==> config.mk <==
export PLATFORM = sky130hd
export DESIGN_NAME = command_queue
export DESIGN_NICKNAME = d
export VERILOG_FILES = /design/src/rtl/command_queue.sv
export SDC_FILE = /design/constraint.sdc
export NUM_CORES = 1
export LEC_CHECK = 0
export BUFFER_PORTS_ARGS = -buffer_cell sky130_fd_sc_hd__buf_2
export CAP_MARGIN = 40
export CORE_MARGIN = 2
export CORE_UTILIZATION = 62
export CTS_CLUSTER_DIAMETER = 40
export CTS_CLUSTER_SIZE = 30
export DETAILED_ROUTE_END_ITERATION = 8
export GPL_TIMING_DRIVEN = 1
export HOLD_SLACK_MARGIN = 0.03
export PLACE_DENSITY = 0.79
export SLEW_MARGIN = 5
export SYNTH_ARGS = -nofsm -noshare
export SYNTH_HDL_FRONTEND = slang
export SYNTH_SLANG_ARGS = --single-unit
==> constraint.sdc <==
create_clock -name clk -period 3.8 [get_ports clk]
set_input_delay 0.95 -clock clk [delete_from_list [all_inputs] [get_ports clk]]
set_output_delay 0.95 -clock clk [all_outputs]
set_load 0.02 [all_outputs]
==> src/rtl/command_queue.sv <==
// command_queue
// ---------------------------------------------------------------------------
// Command FIFO between the READ (fetch) and DECODE stages.
//
// READ pushes one DATA_W-bit word per cycle. DECODE pops one word, or a
// two-word pair, per request. Every state update happens on the falling edge
// of clk. A push and a pop on the same edge are both judged against the
// occupancy before that edge, so a word is never written through to the
// output in the cycle it arrives.
//
// Ports
//   clk           clock; state updates on the falling edge
//   reset         asynchronous, active-low reset
//   flush         synchronous clear; overrides any push or pop on that edge
//   comm_write    push request from READ
//   command_in    word to push
//   comm_read     pop request from DECODE
//   read_pair     pop size: 1 = two words, 0 = one word
//   command_out   popped data; first word in the upper half
//   out_valid     one-cycle pulse when command_out was loaded by a pop
//   pause_READ    registered: the last push was rejected
//   pause_DECODE  registered: the last pop was rejected
//   count         occupancy, 0..DEPTH
//   full / empty / almost_full  decoded from registered count only
// ---------------------------------------------------------------------------
module command_queue #(
    parameter int DATA_W   = 14,
    parameter int DEPTH    = 16,
    parameter int AF_LEVEL = 14
) (
    input  logic                      clk,
    input  logic                      reset,
    input  logic                      flush,
    input  logic                      comm_write,
    input  logic [DATA_W-1:0]         command_in,
    input  logic                      comm_read,
    input  logic                      read_pair,
    output logic [2*DATA_W-1:0]       command_out,
    output logic                      out_valid,
    output logic                      pause_READ,
    output logic                      pause_DECODE,
    output logic [$clog2(DEPTH):0]    count,
    output logic                      full,
    output logic                      empty,
    output logic                      almost_full
);

    localparam int AW = $clog2(DEPTH);
    localparam logic [AW:0] DEPTH_C = DEPTH[AW:0];
    localparam logic [AW:0] AF_C    = AF_LEVEL[AW:0];

    // Word storage. Not reset: validity is tracked by count alone.
    logic [DATA_W-1:0] mem [DEPTH];

    logic [AW-1:0] wr_ptr_reg;
    logic [AW-1:0] rd_ptr_reg;
    logic [AW:0]   count_reg;

    logic [AW:0]   pop_n;       // words removed by an accepted pop: 1 or 2
    logic          wr_acc;
    logic          rd_acc;
    logic [AW-1:0] rd_ptr_p1;   // second word of a pair, wraps with the buffer
    logic [AW:0]   count_next;

    always_comb begin
        pop_n      = {{(AW-1){1'b0}}, read_pair, ~read_pair};
        wr_acc     = comm_write & (count_reg < DEPTH_C);
        rd_acc     = comm_read & (count_reg >= pop_n);
        rd_ptr_p1  = rd_ptr_reg + {{(AW-1){1'b0}}, 1'b1};
        // Both acceptances use the pre-edge count, so the result stays in
        // 0..DEPTH without further clamping.
        count_next = count_reg + {{AW{1'b0}}, wr_acc}
                   - (rd_acc ? pop_n : {(AW+1){1'b0}});
    end

    // Memory write port kept free of reset so it maps onto block RAM.
    always_ff @(negedge clk) begin
        if (wr_acc && !flush) begin
            mem[wr_ptr_reg] <= command_in;
        end
    end

    always_ff @(negedge clk or negedge reset) begin
        if (!reset) begin
            wr_ptr_reg   <= '0;
            rd_ptr_reg   <= '0;
            count_reg    <= '0;
            command_out  <= '0;
            out_valid    <= 1'b0;
            pause_READ   <= 1'b0;
            pause_DECODE <= 1'b0;
        end else if (flush) begin
            // command_out deliberately holds across a flush.
            wr_ptr_reg   <= '0;
            rd_ptr_reg   <= '0;
            count_reg    <= '0;
            out_valid    <= 1'b0;
            pause_READ   <= 1'b0;
            pause_DECODE <= 1'b0;
        end else begin
            if (wr_acc) begin
                wr_ptr_reg <= wr_ptr_reg + {{(AW-1){1'b0}}, 1'b1};
            end
            if (rd_acc) begin
                rd_ptr_reg <= rd_ptr_reg + pop_n[AW-1:0];
                if (read_pair) begin
                    command_out <= {mem[rd_ptr_reg], mem[rd_ptr_p1]};
                end else begin
                    command_out <= {mem[rd_ptr_reg], {DATA_W{1'b0}}};
                end
            end
            count_reg    <= count_next;
            out_valid    <= rd_acc;
            pause_READ   <= comm_write & ~wr_acc;
            pause_DECODE <= comm_read & ~rd_acc;
        end
    end

    assign count       = count_reg;
    assign full        = (count_reg == DEPTH_C);
    assign empty       = (count_reg == '0);
    assign almost_full = (count_reg >= AF_C);

endmodule

==> impl_results.md, run 1 <==
- Status: finished, violations left
- Failing checks: setup timing
- Tot Pwr: 11720 uW
- Reg2reg setup slack: just under 0.3 ns
- Overall fraction of global-route tracks in use: 0.3651
- CP Max Fanout: 3
- Die Ht: 146.0 um
- Worst-Margin Slew: between 0.9 and 1 ns
- Crit path required time: 2.29 ns
- Fin. max-slew vios: 0
- DR vias: about 9500
- Most common cell after layout, fill and taps aside: inv_1
- Initial antenna violation count: 4
- Max reg flops: 224
- Fill cells: 826
- Worst Setup End Kind: register
- Initial core utilization: 0.6364
- Slew margin rel.: 0.3819
- Asr flop ratio synth: 0.1642
- Max IR drop VDD: 0.4703 mV
- First-pass GRT wire length: 57460 um
- Clk slew on worst S/H paths: around 0.050 ns
- RSZ-0062 raised after global routing: true
- Mapped Cells: 703
- Crit path max-delay cell type: o21ai_0
- Vias in the first global route: 10130
- Clock Tree Root: clkbuf_16
- Min-delay worst type: reg2reg
- Worst hold path endpoint: command_out[2]
- Clock Skews: between 0.1 and 0.15 ns
- Share of post-route cells with drive strength above 1: 0.3756
- Lkg Pwr: about 0.0067 uW
- Critical path's top delay family: compound AO/OA/AOI/OAI gates
- H-Tree Depth: 1
- CTS tree: done
- RR Startpoint: count[4]
- Highest-count cells in the layout ignoring fill and taps: inv_1 (231), edfxtp_1 (224), mux4_2 (112)
- DIE AREA: 0.02132 sq mm
- Final-report setup violation count: 76
- Hold depth: 2
- Gp weighted congestion: 0.8253
- Core Rows: 51
- Area Overhead vs Synth: 32.52%
- Area of the core: 0.01965 sq mm
- CTS buffer count: 31
- # hold bufs at CTS: 0
- WHS: 0.5078 ns
- Buffer and inverter count on the worst path: 5
- Clock buffer depth: 3
- Drt pass-1 iters: 6
- Setup crit start: read_pair
- Hold Startpoint: command_out[2]
- Remaining antenna violation count after routing: 0
- DRC: 0
- CP arrival: 3.35 ns
- Reg2Reg Depth: 20
- Largest stage delay on the critical path: roughly 0.33 ns
- Worst R2R End: count[4]
- DR vias/cell: approximately 7
- Worst-path cell chain: buf_12 > inv_12 > ha_2 > o21ai_1 > nand2_1 > o21ai_2 > nor2_1 > ha_1 > inv_2 > ha_4 > inv_4 > fa_2 > inv_2 > a21oi_2 > nor2_2 > o21ai_0 > a21oi_2
- Area of the multi-input gates: 0.004796 sq mm
- Largest net degree at the start of global routing: 46
- Cell area power density: about 710 mW/mm^2
- Hpwl dp: 19440 um
- Worst setup SP type: primary input
- Number of flops mapped to enable cells by yosys: 224
- Clock sinks: 268
- Worst setup margin: -1.061 ns
- Drt wl/cell: 31.65 um
- Nets: 1117
- Cell area after synthesis: 0.01251 sq mm
- Final WL: 43200 um
- Flops & latches, synth: 268
- Top_reg_cell synth: edfxtp_1
- FF+latch area: 0.007828 sq mm
- Synth warn: 0
- Clk Latency, worst-skew pair: between 0.6 and 0.7 ns
- Max_cap viols: 0
- Mapped Nets: 745
- Die width: 146.0 um
- WP depth: 17
- Mean area per synthesized cell: 17.79 sq um
- Post-synth cell types: 48
- I/O Buffers: 58
- Critical path type: in2reg
- Ports: 59
- Hold Fails Final Rpt: 0
- Sequential share of the synthesized area: 0.6259
- Grt ovf: 0
- Iteration-0 DRC Markers: around 1500
[routing by layer]
layer	GRT usage	vias to the layer above	share of wire
li1	-	3637	-
met1	0.4167	4558	0.30
met2	0.6090	1027	0.48
met3	0.1122	317	0.13
met4	0.2243	0	0.086
met5	0	-	0
[repair_timing]
item | 4_1_cts | 5_1_grt
gates resized for setup | 104 | 32
buffers inserted | 22 | 22
pin swaps | 20 | 17
cloned | 0 | 3
setup endpoints to repair | 70 | 71
[worst register-to-register path, stage by stage (launching register included)]
cell and delay (ns):
dfrtn_1 0.50, inv_4 0.08, buf_6 0.12, buf_6 0.11, buf_4 0.12, buf_4 0.13
ha_1 0.21, o21ai_1 0.10, nand2_1 0.14, o21ai_2 0.23, nor2_1 0.09, ha_1 0.31
inv_2 0.05, ha_4 0.16, inv_4 0.04, fa_2 0.21, inv_2 0.05, a21oi_2 0.16
nor2_2 0.08, o21ai_0 0.33, a21oi_2 0.11
[cell usage after synthesis (2+ instances only)]
| master | number | area, sq um |
|---|---|---|
| a22o_1 | 14 | 122.6 |
| inv_1 | 16 | 60.06 |
| a2111oi_0 | 3 | 26.28 |
| nand2_1 | 42 | 157.7 |
| buf_6 | 9 | 101.4 |
| a21boi_1 | 14 | 105.1 |
| clkbuf_1 | 18 | 67.56 |
| edfxtp_1 | 224 | 6726 |
| o21ai_1 | 29 | 145.1 |
| fa_1 | 2 | 40.04 |
| or3_1 | 3 | 18.77 |
| nor2b_1 | 11 | 68.82 |
| xor2_1 | 6 | 52.55 |
| mux2i_1 | 2 | 20.02 |
| mux4_2 | 112 | 2522 |
| ha_1 | 20 | 250.2 |
| and2b_1 | 7 | 52.55 |
| a21o_1 | 2 | 15.01 |
| nand2b_1 | 3 | 18.77 |
| o21ai_0 | 3 | 15.01 |
| nand3b_1 | 3 | 22.52 |
| a2111oi_2 | 10 | 150.1 |
| buf_4 | 4 | 30.03 |
| dfrtn_1 | 44 | 1101 |
| buf_2 | 15 | 75.07 |
| nand3_1 | 2 | 10.01 |
| nor4b_1 | 2 | 17.52 |
| a21boi_0 | 13 | 97.59 |
| a221oi_1 | 15 | 131.4 |
| nor2_1 | 34 | 127.6 |
| a21oi_1 | 4 | 20.02 |
[power by group]
part	switching, uW	internal (uW)	total (uW)
combinational	2050	2020	4070
clock	2120	1920	4040
sequential	192	3410	3610
total	4360	7350	11700
[per-stage QoR]
step	std cells	setup TNS, ns	instance area (sq um)	setup WS (ns)	util
2_1_floorplan	703	-50.75	12830	-1.167	-
3_3_place_gp	1039	-84.51	13860	-1.340	0.7052
3_5_place_dp	1042	-90.61	13900	-1.441	0.7073
4_1_cts	1339	-10.88	16220	-0.7993	0.8252
5_1_grt	1364	-19.53	16570	-1.159	0.8432
6_report	1365	-17.62	16570	-1.061	0.8433
[worst max-delay path by stage]
stage                to  slack [ns]
2_1_floorplan  count[4]       -1.17
3_5_place_dp   count[4]       -1.44
3_3_place_gp   count[4]       -1.34
4_1_cts        count[4]       -0.80
6_report       count[4]       -1.06
5_1_grt        count[4]       -1.16
[cell families after synthesis]
kind of cell             synth area share
multiplexers                       0.2033
buffers and inverters             0.02701
AND/OR/NAND/NOR                   0.04322
AO/OA/AOI/OAI                     0.07253
adder cells (fa/ha/maj)           0.02321
flip-flops                         0.6259
XOR/XNOR                         0.004902
[area by class of cell]
type	count	share of cell area
clock inverters	247	0.06334
clock buffers	32	0.04703
multi-input cells	372	0.2893
well taps	265	0.02000
repair buffers	163	0.1031
diodes	3	0.0004529
inverters	15	0.004454
flip-flops and latches	268	0.4723
Note: power is estimated with default switching activity, not from simulation.
==> inputs of run 2 (changes only) <==
--- a/config.mk
+++ b/config.mk
@@ -8,13 +8,13 @@
 export BUFFER_PORTS_ARGS = -buffer_cell sky130_fd_sc_hd__buf_2
 export CAP_MARGIN = 40
 export CORE_MARGIN = 2
-export CORE_UTILIZATION = 62
+export CORE_UTILIZATION = 66
 export CTS_CLUSTER_DIAMETER = 40
 export CTS_CLUSTER_SIZE = 30
 export DETAILED_ROUTE_END_ITERATION = 8
 export GPL_TIMING_DRIVEN = 1
 export HOLD_SLACK_MARGIN = 0.03
-export PLACE_DENSITY = 0.79
+export PLACE_DENSITY = 0.84
 export SLEW_MARGIN = 5
 export SYNTH_ARGS = -nofsm -noshare
 export SYNTH_HDL_FRONTEND = slang
==> constraint.sdc (replaced) <==
create_clock -name clk -period 6.2 [get_ports clk]
set_input_delay 1.55 -clock clk [delete_from_list [all_inputs] [get_ports clk]]
set_output_delay 1.55 -clock clk [all_outputs]
set_load 0.02 [all_outputs]
==> impl_results.md, run 2 (synthesis results as in run 1) <==
- First-pass GRT wire length: 55410 um (was 57460 um)
- Most used cell, CP: inv_2
- Max_cap viols: 0 (unchanged)
- Initial antenna violation count: 1 (was 4)
- Lkg Pwr: 0.006451 uW (was 0.006658 uW)
- Fin util: 0.8472 (was 0.8433)
- Vias in the first global route: 9547 (was 10130)
- Hold depth: 2 (unchanged)
- Diode count: 0 (was 3)
- Worst Setup End Kind: register (unchanged)
- Clock buffer depth: 3 (unchanged)
- I/O Buffers: 58 (unchanged)
- Min-delay worst type: reg2reg (unchanged)
- CP arrival: 3.83 ns (was 3.35 ns)
- Fill cells: 751 (was 826)
- Worst-Margin Slew: 0.9705 ns (was 0.9272 ns)
- DR vias: 9179 (was 9539)
- Iteration-0 DRC Markers: 1408 (was 1466)
- CTS buffer count: 35 (was 31)
- Initial core utilization: 0.6709 (was 0.6364)
- Remaining antenna violation count after routing: 0 (unchanged)
- RSZ-0062 raised after global routing: true (unchanged)
- Fin area: 0.01580 sq mm (was 0.01657 sq mm)
- Drt wl/cell: 28.89 um (was 31.65 um)
- Final-report setup violation count: 6 (was 76)
- Status: finished, violations left (unchanged)
- Slew margin rel.: 0.3491 (was 0.3819)
- Clock Skews: 0.1182 ns (was 0.1225 ns)
- Crit path max-delay cell type: ha_4 (was o21ai_0)
- Share of post-route cells with drive strength above 1: 0.3318 (was 0.3756)
- Core Rows: 50 (was 51)
- Hold Fails Final Rpt: 0 (unchanged)
- Max IR drop VDD: 0.2651 mV (was 0.4703 mV)
- Fin. max-slew vios: 0 (unchanged)
- Area of the core: 0.01864 sq mm (was 0.01965 sq mm)
- Setup TNS: -1.015 ns (was -17.62 ns)
- Ports: 59 (unchanged)
- Hpwl dp: 20510 um (was 19440 um)
- Overall fraction of global-route tracks in use: 0.3809 (was 0.3651)
- Reg2Reg Depth: 7 (was 20)
- Worst setup SP type: primary input (unchanged)
- DRC: 0 (unchanged)
- Area of the multi-input gates: 0.004542 sq mm (was 0.004796 sq mm)
- Clk slew on worst S/H paths: 0.05 ns (about the same)
- Die width: 141.7 um (was 146.0 um)
- Worst-path cell chain: buf_12 > inv_12 > ha_1 > o21ai_2 > nand2_2 > o21ai_4 > nor2_4 > ha_4 > inv_2 > ha_4 > inv_2 > fa_2 > inv_2 > a21oi_2 > nor2_1 > buf_4 > o21ai_1 > a21oi_2 (was buf_12 > inv_12 > ha_2 > o21ai_1 > nand2_1 > o21ai_2 > nor2_1 > ha_1 > inv_2 > ha_4 > inv_4 > fa_2 > inv_2 > a21oi_2 > nor2_2 > o21ai_0 > a21oi_2)
- Area Overhead vs Synth: 26.29% (was 32.52%)
- Largest stage delay on the critical path: 0.28 ns (was 0.33 ns)
- Largest net degree at the start of global routing: 54 (was 46)
- Placed Instance Area: 0.01349 sq mm (was 0.01390 sq mm)
- DIE AREA: 0.02007 sq mm (was 0.02132 sq mm)
- Clock Tree Root: clkbuf_16 (unchanged)
- Max reg flops: 224 (unchanged)
- Critical path type: in2reg (unchanged)
- Nets: 1089 (was 1117)
- Worst setup margin: -0.3669 ns (was -1.061 ns)
- H-Tree Depth: 2 (was 1)
- Drt pass-1 iters: 9 (was 6)
- Grt ovf: 0 (unchanged)
- Gp weighted congestion: 0.9019 (was 0.8253)
- Clock sinks: 268 (unchanged)
- DR vias/cell: 7.023 (was 6.988)
- Final WL: 37760 um (was 43200 um)
- Failing checks: setup timing (unchanged)
- CP Max Fanout: 3 (unchanged)
- Die Ht: 141.7 um (was 146.0 um)
- Highest-count cells in the layout ignoring fill and taps: inv_1 (232), edfxtp_1 (224), mux4_2 (112) (was inv_1 (231), edfxtp_1 (224), mux4_2 (112))
- CTS tree: done (unchanged)
- Crit path required time: 3.46 ns (was 2.29 ns)
- Clk Latency, worst-skew pair: 0.64 ns (was 0.67 ns)
- FF+latch area: 0.007828 sq mm (unchanged)
- Most common cell after layout, fill and taps aside: inv_1 (unchanged)
- Cell area power density: 444.7 mW/mm^2 (was 706.9 mW/mm^2)
## run 2: cell count changes in the layout (fill, tap and decap cells not counted), sizes merged, moves of 2 or more
cell    before  now
diode        3    0
clkbuf      34   37
clkinv       4    2
inv        252  254
buf        160  131
bufinv       1    4
## run 2: where the power goes
part           switching, uW  internal (uW)  leakage (uW)
Clock                   1340           1480       0.00179
Combinational           1070            951       0.00207
Sequential              86.0           2090       0.00259
Total                   2500           4520       0.00645
## run 2: area by class of cell
| cell class | instances | share of cell area |
|---|---|---|
| Multi-Input combinational cell | 372 | 0.2875 |
| Inverter | 15 | 0.004515 |
| Clock buffer | 37 | 0.05862 |
| Timing Repair Buffer | 131 | 0.06337 |
| Sequential cell | 268 | 0.4956 |
| Tap cell | 234 | 0.01854 |
| Clock inverter | 250 | 0.07185 |
## run 2: layer usage
layer,up-vias,track usage,part of all wire
li1,3565,-,-
met1,4506,0.4840,0.34
met2,923,0.5994,0.49
met3,185,0.1323,0.13
met4,0,0.1811,0.044
met5,-,0,0
## run 2: worst paths after layout
check | from | to | slack (ns)
setup / recovery | read_pair | count[4] | -0.37
hold / removal | command_out[4] | command_out[4] | 0.43
setup reg to reg | rd_ptr_reg[0] | command_out[17] | 2.45
hold reg to reg | command_out[4] | command_out[4] | 0.43
max in group asynchronous | reset | command_out[7] | 1.64
min in group asynchronous | reset | count[3] | 4.00
## run 2: critical path: cells and delay by family
kind	cells	cell delay (ns)
AOI/OAI and AO/OA	5	0.74
adders and majority gates	4	0.86
buffers and inverters	6	0.40
and+or+nand+nor	3	0.25
## run 2: what timing repair did
item | in CTS | in global routing
gates resized for setup | 18 | 17
setup buffers | 8 | 5
setup endpoints to repair | 7 | 7
hold buffers | 0 | 0
pin swaps | 17 | 10
## run 2: per-stage QoR
stage               instances  setup slack, ns  hold slack [ns]  power, uW
global placement         1002          -0.7725           0.4230       4062
floorplan                 703          -0.5773           0.5001       3684
detailed placement       1008          -0.9400           0.4306       4174
finish                   1307          -0.3669           0.4299       7024
global route             1307          -0.4655           0.4471       7274
CTS                      1302          -0.2906           0.4306       6866
